==> config.mk <==
export PLATFORM = sky130hd
export DESIGN_NAME = csr_exec_unit
export DESIGN_NICKNAME = d
export VERILOG_FILES = /design/src/rtl/csr_exec_unit.sv
export SDC_FILE = /design/constraint.sdc
export NUM_CORES = 1
export LEC_CHECK = 0
export ABC_CLOCK_PERIOD_IN_PS = 13550
export BUFFER_PORTS_ARGS = -buffer_cell sky130_fd_sc_hd__buf_2
export CAP_MARGIN = 15
export CELL_PAD_IN_SITES_DETAIL_PLACEMENT = 1
export CELL_PAD_IN_SITES_GLOBAL_PLACEMENT = 1
export CORE_MARGIN = 2
export CORE_UTILIZATION = 30
export DETAILED_ROUTE_END_ITERATION = 10
export PLACE_DENSITY = 0.8
export SYNTH_ARGS = -nofsm -noshare
export SYNTH_HDL_FRONTEND = slang
export SYNTH_SLANG_ARGS = --single-unit
export TNS_END_PERCENT = 100
==> constraint.sdc <==
create_clock -name clk -period 13.55 [get_ports clk]
set_input_delay 2.71 -clock clk [delete_from_list [all_inputs] [get_ports clk]]
set_output_delay 2.71 -clock clk [all_outputs]
set_load 0.03 [all_outputs]
==> src/rtl/csr_exec_unit.sv <==
// csr_exec_unit: requester-side sequencer for the M-mode CSR file.
// Runs CSRRW/CSRRS/CSRRC, ECALL and MRET as short multi-cycle transactions
// and hands rd writeback plus PC redirect downstream via valid/ready.
// Optional feature macro: CSR_EXEC_ACCESS_CHECK_EN (address/write access fault).

package csr_exec_pkg;
   typedef enum logic [1:0] {
      CSR_WRITE = 2'b00,
      CSR_SET   = 2'b01,
      CSR_CLEAR = 2'b10
   } csr_op_e;
endpackage

module csr_exec_unit
   import csr_exec_pkg::*;
#(
   parameter int XLEN = 32
) (
   input  logic            clk,
   input  logic            rst_n,
   input  logic            in_valid,
   output logic            in_ready,
   input  logic [1:0]      in_kind,
   input  csr_op_e         in_op,
   input  logic [11:0]     in_addr,
   input  logic [XLEN-1:0] in_src,
   input  logic            in_src_zero,
   input  logic [4:0]      in_rd,
   input  logic [XLEN-1:0] in_pc,
   input  logic [XLEN-1:0] in_a5,
   output logic [11:0]     csr_raddr,
   input  logic [XLEN-1:0] csr_rdata,
   output logic            csr_wen,
   output csr_op_e         csr_op,
   output logic [11:0]     csr_waddr,
   output logic [XLEN-1:0] csr_wdata,
   output logic            csr_is_ecall,
   output logic            csr_is_mret,
   output logic [XLEN-1:0] csr_inst_pc,
   output logic [XLEN-1:0] csr_a5,
   input  logic [XLEN-1:0] csr_ecall_target,
   input  logic [XLEN-1:0] csr_mret_target,
   output logic            out_valid,
   input  logic            out_ready,
   output logic            out_rd_wen,
   output logic [4:0]      out_rd,
   output logic [XLEN-1:0] out_rd_data,
   output logic            out_redirect,
   output logic [XLEN-1:0] out_redirect_pc,
   output logic            out_illegal
);

   typedef enum logic [2:0] {
      S_IDLE  = 3'd0,
      S_READ  = 3'd1,
      S_WRITE = 3'd2,
      S_TRAP  = 3'd3,
      S_RESP  = 3'd4
   } state_e;

   state_e state, state_nxt;
   logic   live_q;

   logic [1:0]      kind_q;
   csr_op_e         op_q;
   logic [11:0]     addr_q;
   logic [XLEN-1:0] src_q;
   logic            src_zero_q;
   logic [4:0]      rd_q;
   logic [XLEN-1:0] pc_q;
   logic [XLEN-1:0] a5_q;
   logic [XLEN-1:0] old_q;
   logic [XLEN-1:0] target_q;
   logic            fault;

   logic accept;
   logic wr_attempt;

   assign accept = in_ready && in_valid;
   // SET/CLEAR with a zero source are read-only accesses; WRITE always writes
   assign wr_attempt = !(((op_q == CSR_SET) || (op_q == CSR_CLEAR)) && src_zero_q);

   // State register; live_q keeps in_ready low until the first post-reset cycle
   always_ff @(posedge clk or negedge rst_n) begin
      if (!rst_n) begin
         state  <= S_IDLE;
         live_q <= 1'b0;
      end else begin
         state  <= state_nxt;
         live_q <= 1'b1;
      end
   end

   // Next-state decode
   always_comb begin
      state_nxt = state;
      case (state)
         S_IDLE: begin
            if (accept) begin
               case (in_kind)
                  2'b00:        state_nxt = S_READ;
                  2'b01, 2'b10: state_nxt = S_TRAP;
                  default:      state_nxt = S_RESP;
               endcase
            end
         end
         S_READ:  state_nxt = S_WRITE;
         S_WRITE: state_nxt = S_RESP;
         S_TRAP:  state_nxt = S_RESP;
         S_RESP:  if (out_ready) state_nxt = S_IDLE;
         default: state_nxt = S_IDLE;
      endcase
   end

   // Transaction operands and results; outputs are state-gated so no reset needed
   always_ff @(posedge clk) begin
      if (accept) begin
         kind_q     <= in_kind;
         op_q       <= in_op;
         addr_q     <= in_addr;
         src_q      <= in_src;
         src_zero_q <= in_src_zero;
         rd_q       <= in_rd;
         pc_q       <= in_pc;
         a5_q       <= in_a5;
         old_q      <= '0;
         target_q   <= '0;
      end
      if (state == S_READ) old_q <= csr_rdata;
      if (state == S_TRAP) target_q <= (kind_q == 2'b01) ? csr_ecall_target : csr_mret_target;
   end

`ifdef CSR_EXEC_ACCESS_CHECK_EN
   logic fault_q;
   logic addr_known;

   assign addr_known = (addr_q == 12'h300) || (addr_q == 12'h305) ||
                       (addr_q == 12'h341) || (addr_q == 12'h342);

   // Access fault evaluated during READ: unknown CSR, or write to a read-only space
   always_ff @(posedge clk) begin
      if (accept) fault_q <= 1'b0;
      else if (state == S_READ)
         fault_q <= !addr_known || (wr_attempt && (addr_q[11:10] == 2'b11));
   end

   assign fault = fault_q;
`else
   assign fault = 1'b0;
`endif

   // Output decode, driven purely from state so strobes die with reset
   always_comb begin
      in_ready        = (state == S_IDLE) && live_q;
      csr_raddr       = '0;
      csr_wen         = 1'b0;
      csr_op          = CSR_WRITE;
      csr_waddr       = '0;
      csr_wdata       = '0;
      csr_is_ecall    = 1'b0;
      csr_is_mret     = 1'b0;
      csr_inst_pc     = '0;
      csr_a5          = '0;
      out_valid       = 1'b0;
      out_rd_wen      = 1'b0;
      out_rd          = '0;
      out_rd_data     = '0;
      out_redirect    = 1'b0;
      out_redirect_pc = '0;
      out_illegal     = 1'b0;
      case (state)
         S_READ: csr_raddr = addr_q;
         S_WRITE: begin
            csr_waddr = addr_q;
            csr_op    = op_q;
            csr_wdata = src_q;
            csr_wen   = wr_attempt && !fault;
         end
         S_TRAP: begin
            csr_is_ecall = (kind_q == 2'b01);
            csr_is_mret  = (kind_q == 2'b10);
            csr_inst_pc  = pc_q;
            csr_a5       = a5_q;
         end
         S_RESP: begin
            out_valid       = 1'b1;
            out_rd_wen      = (kind_q == 2'b00) && (rd_q != 5'd0) && !fault;
            out_rd          = rd_q;
            out_rd_data     = old_q;
            out_redirect    = (kind_q == 2'b01) || (kind_q == 2'b10);
            out_redirect_pc = target_q;
            out_illegal     = fault;
         end
         default: ;
      endcase
   end

endmodule

==> impl_metrics.prom, run 1 <==
# TYPE chip_impl_metric gauge
chip_impl_info{name="outcome",value="finished, final reports clean"} 1
chip_impl_metric{name="power_report.internal_total",unit="mW"} 1.100
chip_impl_metric{name="synth_mux_area_frac",unit=""} 0.04064
chip_impl_metric{name="slew_at_the_pin_with_the_worst_max_slew_slack",unit="ps"} 1054
chip_impl_metric{name="grt_pass1_vias",unit=""} 6088
chip_impl_metric{name="synth.lib_cells_used.distinct",unit=""} 33
chip_impl_metric{name="drc",unit=""} 0
chip_impl_metric{name="htree_levels",unit=""} 4
chip_impl_metric{name="synth_fa_ha_area_frac",unit=""} 0.006350
chip_impl_metric{name="initialDrtViolationCount",unit=""} 225
chip_impl_metric{name="rrSetupSlack",unit="ps"} 10470
chip_impl_metric{name="timing.final.crit_period",unit="ps"} 5303
chip_impl_metric{name="finalHoldViolations",unit=""} 0
chip_impl_metric{name="synth_sequential_area_ratio",unit=""} 0.7061
chip_impl_metric{name="fmax",unit="MHz"} 188.6
chip_impl_metric{name="power.share.switching",unit=""} 0.3292
chip_impl_metric{name="setup-violations-final",unit=""} 0
chip_impl_info{name="end_kind",value="output pin"} 1
chip_impl_metric{name="pwr_density_cell",unit="nW/µm²"} 150.4
chip_impl_info{name="worstPathCellList",value="and3b_2, and2_1, buf_2"} 1
chip_impl_metric{name="dieArea",unit="µm²"} 27580
chip_impl_info{name="cpLargestDelayFamily",value="simple AND/OR/NAND/NOR gates"} 1
chip_impl_metric{name="cpPeakStageDelay",unit="ps"} 960
chip_impl_metric{name="post_cts.resized_instances",unit=""} 0
chip_impl_metric{name="drt-total-wl",unit="mm"} 22.77
chip_impl_info{name="slowest_stage",value="sky130_fd_sc_hd__and3b_2"} 1
chip_impl_metric{name="whs",unit="ps"} 676.6
chip_impl_metric{name="postSynth.asyncResetShare",unit=""} 0.02151
chip_impl_metric{name="drt_pass1_iterations",unit=""} 4
chip_impl_metric{name="synth_simple_gate_area_share",unit=""} 0.2145
chip_impl_metric{name="drt-vias-per-instance",unit=""} 4.346
chip_impl_info{name="worstSetupStartpointType",value="flop"} 1
chip_impl_metric{name="numCtsBuffers",unit=""} 17
chip_impl_info{name="worst_r2r_startpoint",value="state[0]$_DFFE_PN0P_"} 1
chip_impl_metric{name="grt_pass1_wl",unit="mm"} 34.39
chip_impl_metric{name="power_frac_comb",unit=""} 0.233
chip_impl_metric{name="synthesis.area",unit="µm²"} 7881
chip_impl_info{name="ys_dominant_reg_cell",value="sky130_fd_sc_hd__edfxtp_1"} 1
chip_impl_metric{name="grt_overflow_total",unit=""} 0
chip_impl_metric{name="slew_violations",unit=""} 0
chip_impl_metric{name="critPathArrivalTime",unit="ps"} 2590
chip_impl_metric{name="synth_xor_area_frac",unit=""} 0.001111
chip_impl_info{name="synth.largest_area_cell",value="sky130_fd_sc_hd__edfxtp_1"} 1
chip_impl_metric{name="nNetsFinal",unit=""} 1171
chip_impl_metric{name="clock_power_share",unit=""} 0.316
chip_impl_metric{name="ir_drop",unit="V"} 0.00007331
chip_impl_info{name="largest_family_of_logic_cells_by_synthesized_area",value="simple AND/OR/NAND/NOR gates"} 1
chip_impl_metric{name="synth-seq-cells",unit=""} 186
chip_impl_info{name="min_path_type",value="flop to flop"} 1
chip_impl_metric{name="ant_nets_after_route",unit=""} 0
chip_impl_metric{name="initial_antenna_violation_count",unit=""} 6
chip_impl_info{name="synth_commonest_cells",value="226 x sky130_fd_sc_hd__and2_1, 182 x sky130_fd_sc_hd__edfxtp_1, 33 x sky130_fd_sc_hd__nor2_1"} 1
chip_impl_info{name="min_to",value="state[2]$_DFFE_PN0P_"} 1
chip_impl_info{name="clk_root_buffer_cell",value="sky130_fd_sc_hd__clkbuf_16"} 1
chip_impl_metric{name="synth_edf_count",unit=""} 182
chip_impl_metric{name="num_rows",unit=""} 59
chip_impl_metric{name="switching_power",unit="mW"} 0.5397
chip_impl_metric{name="crit_required",unit="ps"} 10840
chip_impl_metric{name="cell_depth_of_the_worst_hold_path",unit=""} 2
chip_impl_metric{name="fillerInstances",unit=""} 2874
chip_impl_metric{name="netlist_instances",unit=""} 543
chip_impl_metric{name="pin_count",unit=""} 417
chip_impl_metric{name="die_boundary_width",unit="µm"} 166.1
chip_impl_metric{name="cts.clk_slew.worst_paths",unit="ps"} 70
chip_impl_metric{name="starting_density_of_the_core",unit=""} 0.3042
chip_impl_info{name="tritoncts",value="built"} 1
chip_impl_info{name="r2r_end",value="a5_q[16]$_DFFE_PP_"} 1
chip_impl_metric{name="critPathBufInv",unit=""} 1
chip_impl_metric{name="average_footprint_of_a_synthesized_cell",unit="µm²"} 14.51
chip_impl_metric{name="synthesized_area_fraction_occupied_by_ao_oa_aoi_and_oai_cells",unit=""} 0.005239
chip_impl_metric{name="synthToLayoutAreaGrowth",unit="%"} 38.31
chip_impl_metric{name="clock_path_buffers",unit=""} 2
chip_impl_metric{name="detail_route.wl_per_cell",unit="µm"} 17.50
chip_impl_metric{name="yosysWarnings",unit=""} 0
chip_impl_metric{name="final.period_utilization",unit=""} 0.3914
chip_impl_metric{name="worst-r2r-cell-count",unit=""} 3
chip_impl_info{name="dominant_cell_by_count_in_the_synthesized_netlist",value="sky130_fd_sc_hd__and2_1"} 1
chip_impl_metric{name="cts.hold.buffers_added",unit=""} 0
chip_impl_metric{name="synthDominantCellAreaShare",unit=""} 0.6934
chip_impl_metric{name="synth.net_count",unit=""} 765
chip_impl_metric{name="final_layout_size_suffix_gt1_frac",unit=""} 0.4802
chip_impl_metric{name="finalSetupTns",unit="ps"} 0
chip_impl_metric{name="port-buffer-count",unit=""} 415
chip_impl_info{name="timing_worst_setup_path_type",value="flop to output pin"} 1
chip_impl_metric{name="path_max_fanout",unit=""} 66
chip_impl_metric{name="gr-usage-all-layers",unit=""} 0.1618
chip_impl_metric{name="route.vias.total",unit=""} 5654
chip_impl_metric{name="final.setup_skew",unit="ps"} 18.54
chip_impl_metric{name="dieHeight",unit="µm"} 166.1
chip_impl_info{name="grt_setup_unrepaired",value="false"} 1
chip_impl_metric{name="drv.max_cap_violation_count",unit=""} 0
chip_impl_metric{name="dpl.hpwl",unit="mm"} 17.01
chip_impl_metric{name="cts.sink_count",unit=""} 186
chip_impl_metric{name="post-cts-setup-buffer-count",unit=""} 0
chip_impl_metric{name="floorplan.core_area",unit="µm²"} 25910
chip_impl_metric{name="power.sequential.fraction",unit=""} 0.451
chip_impl_metric{name="clock_latency",unit="ps"} 430
chip_impl_metric{name="slew_headroom",unit=""} 0.2955
chip_impl_metric{name="power_leakage",unit="nW"} 4.963
chip_impl_info{name="beginning_of_the_worst_hold_path",value="live_q$_DFF_PN0_"} 1
chip_impl_metric{name="grt_start_max_net_pins",unit=""} 79
chip_impl_metric{name="gp_routability_congestion",unit=""} 0.7734
chip_impl_info{name="post_synth_main_area_contributors",value="sky130_fd_sc_hd__edfxtp_1 69%, sky130_fd_sc_hd__and2_1 18%, sky130_fd_sc_hd__mux2i_1 4.1%, sky130_fd_sc_hd__nor2_1 1.6%, sky130_fd_sc_hd__dfrtp_1 1.3%"} 1
-- worst max-delay path by stage --
| stage | startpoint | endpoint | slack (ps) | cells past startpoint |
|---|---|---|---|---|
| after floorplan | in_valid | a5_q[0]$_DFFE_PP_ | 3790 | 2 |
| after global placement | in_valid | a5_q[14]$_DFFE_PP_ | 8310 | 5 |
| after detailed placement | in_valid | a5_q[18]$_DFFE_PP_ | 8240 | 5 |
| after CTS | state[1]$_DFFE_PN0P_ | csr_inst_pc[18] | 8160 | 3 |
| after global routing | state[1]$_DFFE_PN0P_ | csr_a5[9] | 8030 | 3 |
| final | state[1]$_DFFE_PN0P_ | csr_a5[5] | 8250 | 3 |
-- stage by stage --
step	utilization	instances	setup slack (ps)	area, µm²	power [mW]
floorplan	-	543	3790	7888	1.012
global placement	0.3965	1265	8313	10270	1.134
detailed placement	0.3965	1265	8236	10270	1.144
CTS	0.4203	1297	8163	10890	1.667
global route	0.4207	1301	8026	10900	1.715
finish	0.4207	1301	8247	10900	1.640
-- cells in the final DEF (no fill, tap or decap), drive strengths merged, types with 2 or more instances in the layout --
cell type	n
mux2i	32
diode	4
clkbuf	17
inv	9
conb	2
dfrtp	4
nor2	33
nor3b	3
edfxtp	182
nor3	2
clkinv	6
nand2	2
and2	226
buf	421
a21oi	2
ha	4
-- tightest hold or removal path, stage by stage (launching register included) --
cell and delay (ps):
sky130_fd_sc_hd__dfrtp_1 430, sky130_fd_sc_hd__nand4b_1 110, sky130_fd_sc_hd__o211ai_1 90
-- kinds of logic (layout without fill, tap and decap cells) --
kind of cell / Yosys count / count (layout)
AND/OR/NAND/NOR: 276 / 276
flip-flops: 186 / 186
buffers and inverters: 36 / 455
multiplexers: 32 / 32
AO/OA/AOI/OAI: 6 / 6
adder cells (fa/ha/maj): 4 / 4
other: 2 / 6
XOR/XNOR: 1 / 1
-- sequential cells by signal, indices dropped and copies added (netlist names) --
| name | cells |
|---|---|
| a5_q | 32 |
| addr_q | 12 |
| kind_q | 2 |
| live_q | 1 |
| old_q | 32 |
| op_q | 2 |
| pc_q | 32 |
| rd_q | 5 |
| src_q | 32 |
| src_zero_q | 1 |
| state | 3 |
| target_q | 32 |
-- metal layers --
| metal | track usage | part of all wire | vias up |
|---|---|---|---|
| met4 | 0.04159 | 0.0085 | 2 |
| met5 | 0 | 0.00057 | - |
| met2 | 0.3000 | 0.54 | 232 |
| met3 | 0.06578 | 0.090 | 14 |
| li1 | - | - | 2677 |
| met1 | 0.1691 | 0.36 | 2729 |
-- power groups by stage --
stage	combinational [mW]	clock (mW)	sequential (mW)
floorplan	0.265	0	0.748
global placement	0.385	0	0.749
detailed placement	0.391	0	0.753
CTS	0.392	0.535	0.740
global route	0.413	0.556	0.746
finish	0.382	0.519	0.739
-- final cells by class --
class,count,area [µm²],share of cell area
sequential,186,5565,0.5106
tap,335,419.2,0.03845
antenna,4,10.01,0.0009183
clock inverter,15,191.4,0.01756
timing repair buffer,421,2122,0.1947
multi-input combinational,321,2160,0.1981
inverter,2,7.507,0.0006887
clock buffer,17,425.4,0.03903
Power figures use the tool's default switching activity.
==> run 2: changes to the inputs <==
- ABC_CLOCK_PERIOD_IN_PS: 13550 -> 4900
- PLACE_DENSITY: 0.8 -> 0.77
- clock period: 13.55 -> 4.9 ns (I/O delays scaled with it)
==> impl_metrics.prom, run 2 (synthesis gave the netlist of run 1 again) <==
# TYPE chip_impl_metric gauge
chip_impl_metric{name="setup-violations-final",unit=""} 0
chip_impl_metric{name="drc",unit=""} 0
chip_impl_metric{name="post-cts-setup-buffer-count",unit=""} 0
chip_impl_metric{name="dpl.hpwl",unit="mm"} 16.89
chip_impl_metric{name="timing.final.crit_period",unit="ps"} 3548
chip_impl_metric{name="nNetsFinal",unit=""} 1171
chip_impl_metric{name="route.vias.total",unit=""} 5593
chip_impl_metric{name="crit_required",unit="ps"} 3920
chip_impl_metric{name="power_leakage",unit="nW"} 4.969
chip_impl_metric{name="power.share.switching",unit=""} 0.3259
chip_impl_metric{name="grt_pass1_wl",unit="mm"} 34.76
chip_impl_metric{name="numCtsBuffers",unit=""} 17
chip_impl_metric{name="detail_route.wl_per_cell",unit="µm"} 17.57
chip_impl_metric{name="pwr_density_cell",unit="nW/µm²"} 413.6
chip_impl_metric{name="clock_power_share",unit=""} 0.310
chip_impl_info{name="min_path_type",value="input port to asynchronous set/reset pin"} 1
chip_impl_metric{name="clock_latency",unit="ps"} 430
chip_impl_metric{name="clock_path_buffers",unit=""} 2
chip_impl_metric{name="die_boundary_width",unit="µm"} 166.1
chip_impl_info{name="end_kind",value="output pin"} 1
chip_impl_metric{name="num_rows",unit=""} 59
chip_impl_info{name="tritoncts",value="built"} 1
chip_impl_metric{name="initial_antenna_violation_count",unit=""} 1
chip_impl_metric{name="synthToLayoutAreaGrowth",unit="%"} 38.48
chip_impl_metric{name="slew_headroom",unit=""} 0.2983
chip_impl_metric{name="final.setup_skew",unit="ps"} 11.70
chip_impl_metric{name="ir_drop",unit="V"} 0.0001903
chip_impl_metric{name="dieHeight",unit="µm"} 166.1
chip_impl_metric{name="area_used_by_sequential_logic_in_the_layout",unit="µm²"} 5565
chip_impl_metric{name="path_max_fanout",unit=""} 66
chip_impl_metric{name="final_layout_size_suffix_gt1_frac",unit=""} 0.4807
chip_impl_info{name="most_common_library_cell_in_the_layout_ignoring_fill_and_taps",value="sky130_fd_sc_hd__buf_2"} 1
chip_impl_metric{name="finalSetupTns",unit="ps"} 0
chip_impl_metric{name="grt_pass1_vias",unit=""} 6021
chip_impl_metric{name="drt_pass1_iterations",unit=""} 4
chip_impl_metric{name="dieArea",unit="µm²"} 27580
chip_impl_metric{name="fmax",unit="MHz"} 281.8
chip_impl_metric{name="insertedDiodeCount",unit=""} 0
chip_impl_metric{name="initialDrtViolationCount",unit=""} 238
chip_impl_metric{name="gp_routability_congestion",unit=""} 0.8061
chip_impl_metric{name="post-route-util",unit=""} 0.4212
chip_impl_info{name="setup.worst_path.start",value="state[1]$_DFFE_PN0P_"} 1
chip_impl_metric{name="critPathArrivalTime",unit="ps"} 2570
chip_impl_metric{name="gr-usage-all-layers",unit=""} 0.1649
chip_impl_metric{name="ant_nets_after_route",unit=""} 0
chip_impl_info{name="grt_setup_unrepaired",value="false"} 1
chip_impl_metric{name="fillerInstances",unit=""} 2889
chip_impl_metric{name="cts.hold.buffers_added",unit=""} 0
chip_impl_metric{name="drv.max_cap_violation_count",unit=""} 0
chip_impl_metric{name="post_cts.resized_instances",unit=""} 0
chip_impl_metric{name="slew_at_the_pin_with_the_worst_max_slew_slack",unit="ps"} 1050
chip_impl_metric{name="power.sequential.fraction",unit=""} 0.454
chip_impl_metric{name="switching_power",unit="mW"} 1.471
chip_impl_info{name="layout.cells.most_common_list",value="415 x sky130_fd_sc_hd__buf_2, 226 x sky130_fd_sc_hd__and2_1, 182 x sky130_fd_sc_hd__edfxtp_1"} 1
chip_impl_metric{name="drt-total-wl",unit="mm"} 22.77
chip_impl_metric{name="pin_count",unit=""} 417
chip_impl_info{name="worstSetupStartpointType",value="flop"} 1
chip_impl_metric{name="slew_violations",unit=""} 0
chip_impl_info{name="outcome",value="finished, final reports clean"} 1
chip_impl_metric{name="port-buffer-count",unit=""} 415
chip_impl_metric{name="htree_levels",unit=""} 4
chip_impl_metric{name="final.period_utilization",unit=""} 0.7241
chip_impl_info{name="worst_r2r_startpoint",value="state[0]$_DFFE_PN0P_"} 1
chip_impl_metric{name="cts.sink_count",unit=""} 186
chip_impl_metric{name="cts.clk_slew.worst_paths",unit="ps"} 70
chip_impl_info{name="timing_worst_setup_path_type",value="flop to output pin"} 1
chip_impl_metric{name="grt_overflow_total",unit=""} 0
chip_impl_metric{name="power_report.internal_total",unit="mW"} 3.043
chip_impl_metric{name="grt_start_max_net_pins",unit=""} 112
chip_impl_metric{name="starting_density_of_the_core",unit=""} 0.3042
chip_impl_metric{name="drt-vias-per-instance",unit=""} 4.316
chip_impl_metric{name="power_frac_comb",unit=""} 0.235
chip_impl_metric{name="finalHoldViolations",unit=""} 0
chip_impl_metric{name="floorplan.core_area",unit="µm²"} 25910
chip_impl_metric{name="multi_input_gate_area_in_the_final_layout",unit="µm²"} 2176
chip_impl_info{name="clk_root_buffer_cell",value="sky130_fd_sc_hd__clkbuf_16"} 1
-- run 2: worst paths after layout --
check,to,slack (ps),cells after the start
setup / recovery,csr_inst_pc[3],1350,3
hold / removal,state[1]$_DFFE_PN0P_,350,1
setup reg to reg,a5_q[6]$_DFFE_PP_,2540,2
hold reg to reg,state[0]$_DFFE_PN0P_,680,2
max in group asynchronous,state[2]$_DFFE_PN0P_,4440,1
min in group clk,state[0]$_DFFE_PN0P_,680,2
-- run 2: cell type report --
| type | count | area share |
|---|---|---|
| clock buffers | 17 | 0.03898 |
| clock inverters | 14 | 0.01639 |
| inverters | 2 | 0.0006878 |
| multi-input cells | 321 | 0.1994 |
| flip-flops and latches | 186 | 0.5099 |
| well taps | 335 | 0.03840 |
| repair buffers | 421 | 0.1963 |
-- run 2: power by group through the flow --
stage,Sequential [mW],Clock (mW),Combinational [mW]
after floorplan,2.06,0,0.736
after global placement,2.08,0,1.06
after detailed placement,2.09,0,1.08
after CTS,2.05,1.46,1.09
after global routing,2.07,1.52,1.15
final,2.05,1.40,1.06
-- run 2: worst max-delay path: stages (launching register included) --
cell and delay [ps]:
sky130_fd_sc_hd__dfrtp_1 730, sky130_fd_sc_hd__and3b_2 950, sky130_fd_sc_hd__and2_1 250, sky130_fd_sc_hd__buf_2 200
-- run 2: routing by layer --
layer | vias up | wire (µm) | track usage
met2 | 248 | 11880 | 0.2948
li1 | 2675 | - | -
met1 | 2647 | 8818 | 0.1905
met5 | - | 0 | 0
met3 | 23 | 1628 | 0.04576
met4 | 0 | 437 | 0.05520
-- run 2: through the flow --
stage,cell area [µm²],hold WS (ps),setup WS (ps),std cells,power (mW)
CTS,10910,325.9,1262,1296,4.597
global route,10910,331.3,1078,1296,4.734
floorplan,7913,619.4,-323.6,543,2.792
finish,10910,348.1,1352,1296,4.514
global placement,10290,660.9,1483,1264,3.138
detailed placement,10310,676.3,1738,1265,3.171
==> run 3: changes to the inputs <==
- ABC_CLOCK_PERIOD_IN_PS: 4900 -> 3180
- PLACE_DENSITY: 0.77 -> 0.8
- clock period: 4.9 -> 3.18 ns (I/O delays scaled with it)
==> impl_metrics.prom, run 3 (synthesis gave the netlist of run 1 again) <==
# TYPE chip_impl_metric gauge
chip_impl_metric{name="grt_overflow_total",unit=""} 0
chip_impl_metric{name="initialDrtViolationCount",unit=""} 205
chip_impl_info{name="timing_worst_setup_path_type",value="flop to output pin"} 1
chip_impl_metric{name="timing.final.crit_period",unit="ps"} 2951
chip_impl_metric{name="worst-r2r-cell-count",unit=""} 2
chip_impl_metric{name="drt_pass1_iterations",unit=""} 4
chip_impl_metric{name="port-buffer-count",unit=""} 415
chip_impl_metric{name="clock_latency",unit="ps"} 430
chip_impl_metric{name="gp_routability_congestion",unit=""} 0.7852
chip_impl_info{name="min_path_type",value="input port to flop"} 1
chip_impl_info{name="worst_r2r_startpoint",value="state[2]$_DFFE_PN0P_"} 1
chip_impl_metric{name="multi_input_gate_area_in_the_final_layout",unit="µm²"} 2182
chip_impl_metric{name="ir_drop",unit="V"} 0.0002809
chip_impl_info{name="setup.worst_path.start",value="state[0]$_DFFE_PN0P_"} 1
chip_impl_metric{name="drt-total-wl",unit="mm"} 23.32
chip_impl_metric{name="fmax",unit="MHz"} 338.9
chip_impl_metric{name="whs",unit="ps"} 377.1
chip_impl_metric{name="slew_violations",unit=""} 0
chip_impl_metric{name="htree_levels",unit=""} 4
chip_impl_info{name="clk_root_buffer_cell",value="sky130_fd_sc_hd__clkbuf_16"} 1
chip_impl_info{name="outcome",value="finished, final reports clean"} 1
chip_impl_metric{name="starting_density_of_the_core",unit=""} 0.3042
chip_impl_metric{name="slew_headroom",unit=""} 0.5189
chip_impl_metric{name="initial_antenna_violation_count",unit=""} 3
chip_impl_metric{name="final.period_utilization",unit=""} 0.9279
chip_impl_metric{name="cts.clk_slew.worst_paths",unit="ps"} 80
chip_impl_metric{name="crit_required",unit="ps"} 2540
chip_impl_metric{name="fillerInstances",unit=""} 2897
chip_impl_metric{name="grt_start_max_net_pins",unit=""} 99
chip_impl_metric{name="setup-violations-final",unit=""} 0
chip_impl_metric{name="rrSetupSlack",unit="ps"} 1170
chip_impl_metric{name="grt_pass1_wl",unit="mm"} 35.53
chip_impl_metric{name="cts.sink_count",unit=""} 186
chip_impl_metric{name="pin_count",unit=""} 417
chip_impl_metric{name="drv.max_cap_violation_count",unit=""} 0
chip_impl_info{name="layout.cells.most_common_list",value="415 x sky130_fd_sc_hd__buf_2, 226 x sky130_fd_sc_hd__and2_1, 182 x sky130_fd_sc_hd__edfxtp_1"} 1
chip_impl_info{name="timing.critical_path.to",value="csr_is_ecall"} 1
chip_impl_metric{name="power",unit="mW"} 6.844
chip_impl_metric{name="slew_at_the_pin_with_the_worst_max_slew_slack",unit="ps"} 717.8
chip_impl_info{name="beginning_of_the_worst_hold_path",value="in_src[15]"} 1
chip_impl_metric{name="drt-vias-per-instance",unit=""} 4.382
chip_impl_metric{name="path_max_fanout",unit=""} 53
chip_impl_info{name="tritoncts",value="built"} 1
chip_impl_metric{name="finalHoldViolations",unit=""} 0
chip_impl_info{name="end_kind",value="output pin"} 1
chip_impl_metric{name="ant_nets_after_route",unit=""} 0
chip_impl_metric{name="detail_route.wl_per_cell",unit="µm"} 17.85
chip_impl_metric{name="nNetsFinal",unit=""} 1177
chip_impl_metric{name="gr-usage-all-layers",unit=""} 0.1687
chip_impl_metric{name="grt_pass1_vias",unit=""} 6258
chip_impl_metric{name="dieArea",unit="µm²"} 27580
chip_impl_metric{name="num_rows",unit=""} 59
chip_impl_info{name="r2r_end",value="target_q[30]$_SDFFCE_PP0P_"} 1
chip_impl_metric{name="cell_depth_of_the_worst_hold_path",unit=""} 1
chip_impl_info{name="most_common_library_cell_in_the_layout_ignoring_fill_and_taps",value="sky130_fd_sc_hd__buf_2"} 1
chip_impl_metric{name="dpl.hpwl",unit="mm"} 17.58
chip_impl_info{name="worstSetupStartpointType",value="flop"} 1
chip_impl_metric{name="route.vias.total",unit=""} 5723
chip_impl_metric{name="dieHeight",unit="µm"} 166.1
chip_impl_metric{name="numCtsBuffers",unit=""} 17
chip_impl_metric{name="floorplan.core_area",unit="µm²"} 25910
chip_impl_metric{name="power_leakage",unit="nW"} 4.980
chip_impl_metric{name="clock_path_buffers",unit=""} 2
chip_impl_metric{name="die_boundary_width",unit="µm"} 166.1
chip_impl_metric{name="area_used_by_sequential_logic_in_the_layout",unit="µm²"} 5567
chip_impl_metric{name="final.setup_skew",unit="ps"} 14.24
chip_impl_metric{name="pwr_density_cell",unit="nW/µm²"} 625.8
chip_impl_metric{name="synthToLayoutAreaGrowth",unit="%"} 38.77
chip_impl_metric{name="critPathArrivalTime",unit="ps"} 2310
chip_impl_metric{name="drc",unit=""} 0
chip_impl_metric{name="final_layout_size_suffix_gt1_frac",unit=""} 0.4835
chip_impl_info{name="grt_setup_unrepaired",value="false"} 1
## run 3: cell count changes in the layout (fill, tap and decap cells not counted), sizes merged
| cell | delta |
|---|---|
| diode | +3 |
| buf | +5 |
| clkinv | +2 |
| bufinv | -1 |
| dlygate4sd3 | +1 |
## run 3: final cells by class
class	instances	area share
Antenna cell	3	0.0006864
Clock buffer	17	0.03890
Clock inverter	15	0.01224
Inverter	2	0.0006864
Multi-Input combinational cell	321	0.1995
Sequential cell	186	0.5090
Tap cell	335	0.03833
Timing Repair Buffer	427	0.2007
## run 3: repair_timing
action | in CTS | in global routing
resized for setup | 0 | 0
hold endpoints to repair | 4 | 0
buffers inserted | 0 | 0
hold buffers | 1 | 0
## run 3: worst min path at each step
stage                                 endpoint
after floorplan               live_q$_DFF_PN0_
after global placement    state[0]$_DFFE_PN0P_
after detailed placement  state[0]$_DFFE_PN0P_
after CTS                   a5_q[15]$_DFFE_PP_
after global routing       src_q[25]$_DFFE_PP_
final                      src_q[15]$_DFFE_PP_
## run 3: report_power, final
| part | internal, mW | leakage (nW) | switching (mW) |
|---|---|---|---|
| combinational | 0.527 | 2.95 | 1.12 |
| clock | 1.03 | 0.278 | 1.01 |
| sequential | 3.04 | 1.75 | 0.118 |
## run 3: metrics by stage
stage                 util  setup TNS (ps)  setup WS, ps  cells  instance area (µm²)
finish              0.4221               0         229.3   1306                10940
CTS                 0.4218               0         175.8   1303                10930
detailed placement  0.3998               0         650.8   1270                10360
floorplan                -         -200550         -1700    543                 7931
global route        0.4221               0         41.88   1306                10940
global placement    0.3998               0         703.9   1270                10360
## run 3: routing by layer
| layer | GRT usage | share of wire | vias to the layer above |
|---|---|---|---|
| met5 | 0 | 0 | - |
| met4 | 0.06276 | 0.018 | 0 |
| met3 | 0.04909 | 0.074 | 24 |
| met2 | 0.3085 | 0.53 | 257 |
| met1 | 0.1847 | 0.38 | 2757 |
| li1 | - | - | 2685 |
## run 3: worst max-delay path: stages (launching register included)
cell and delay, ps:
sky130_fd_sc_hd__dfrtp_1 710, sky130_fd_sc_hd__and3b_2 470, sky130_fd_sc_hd__buf_12 260, sky130_fd_sc_hd__and2_1 200, sky130_fd_sc_hd__buf_2 230
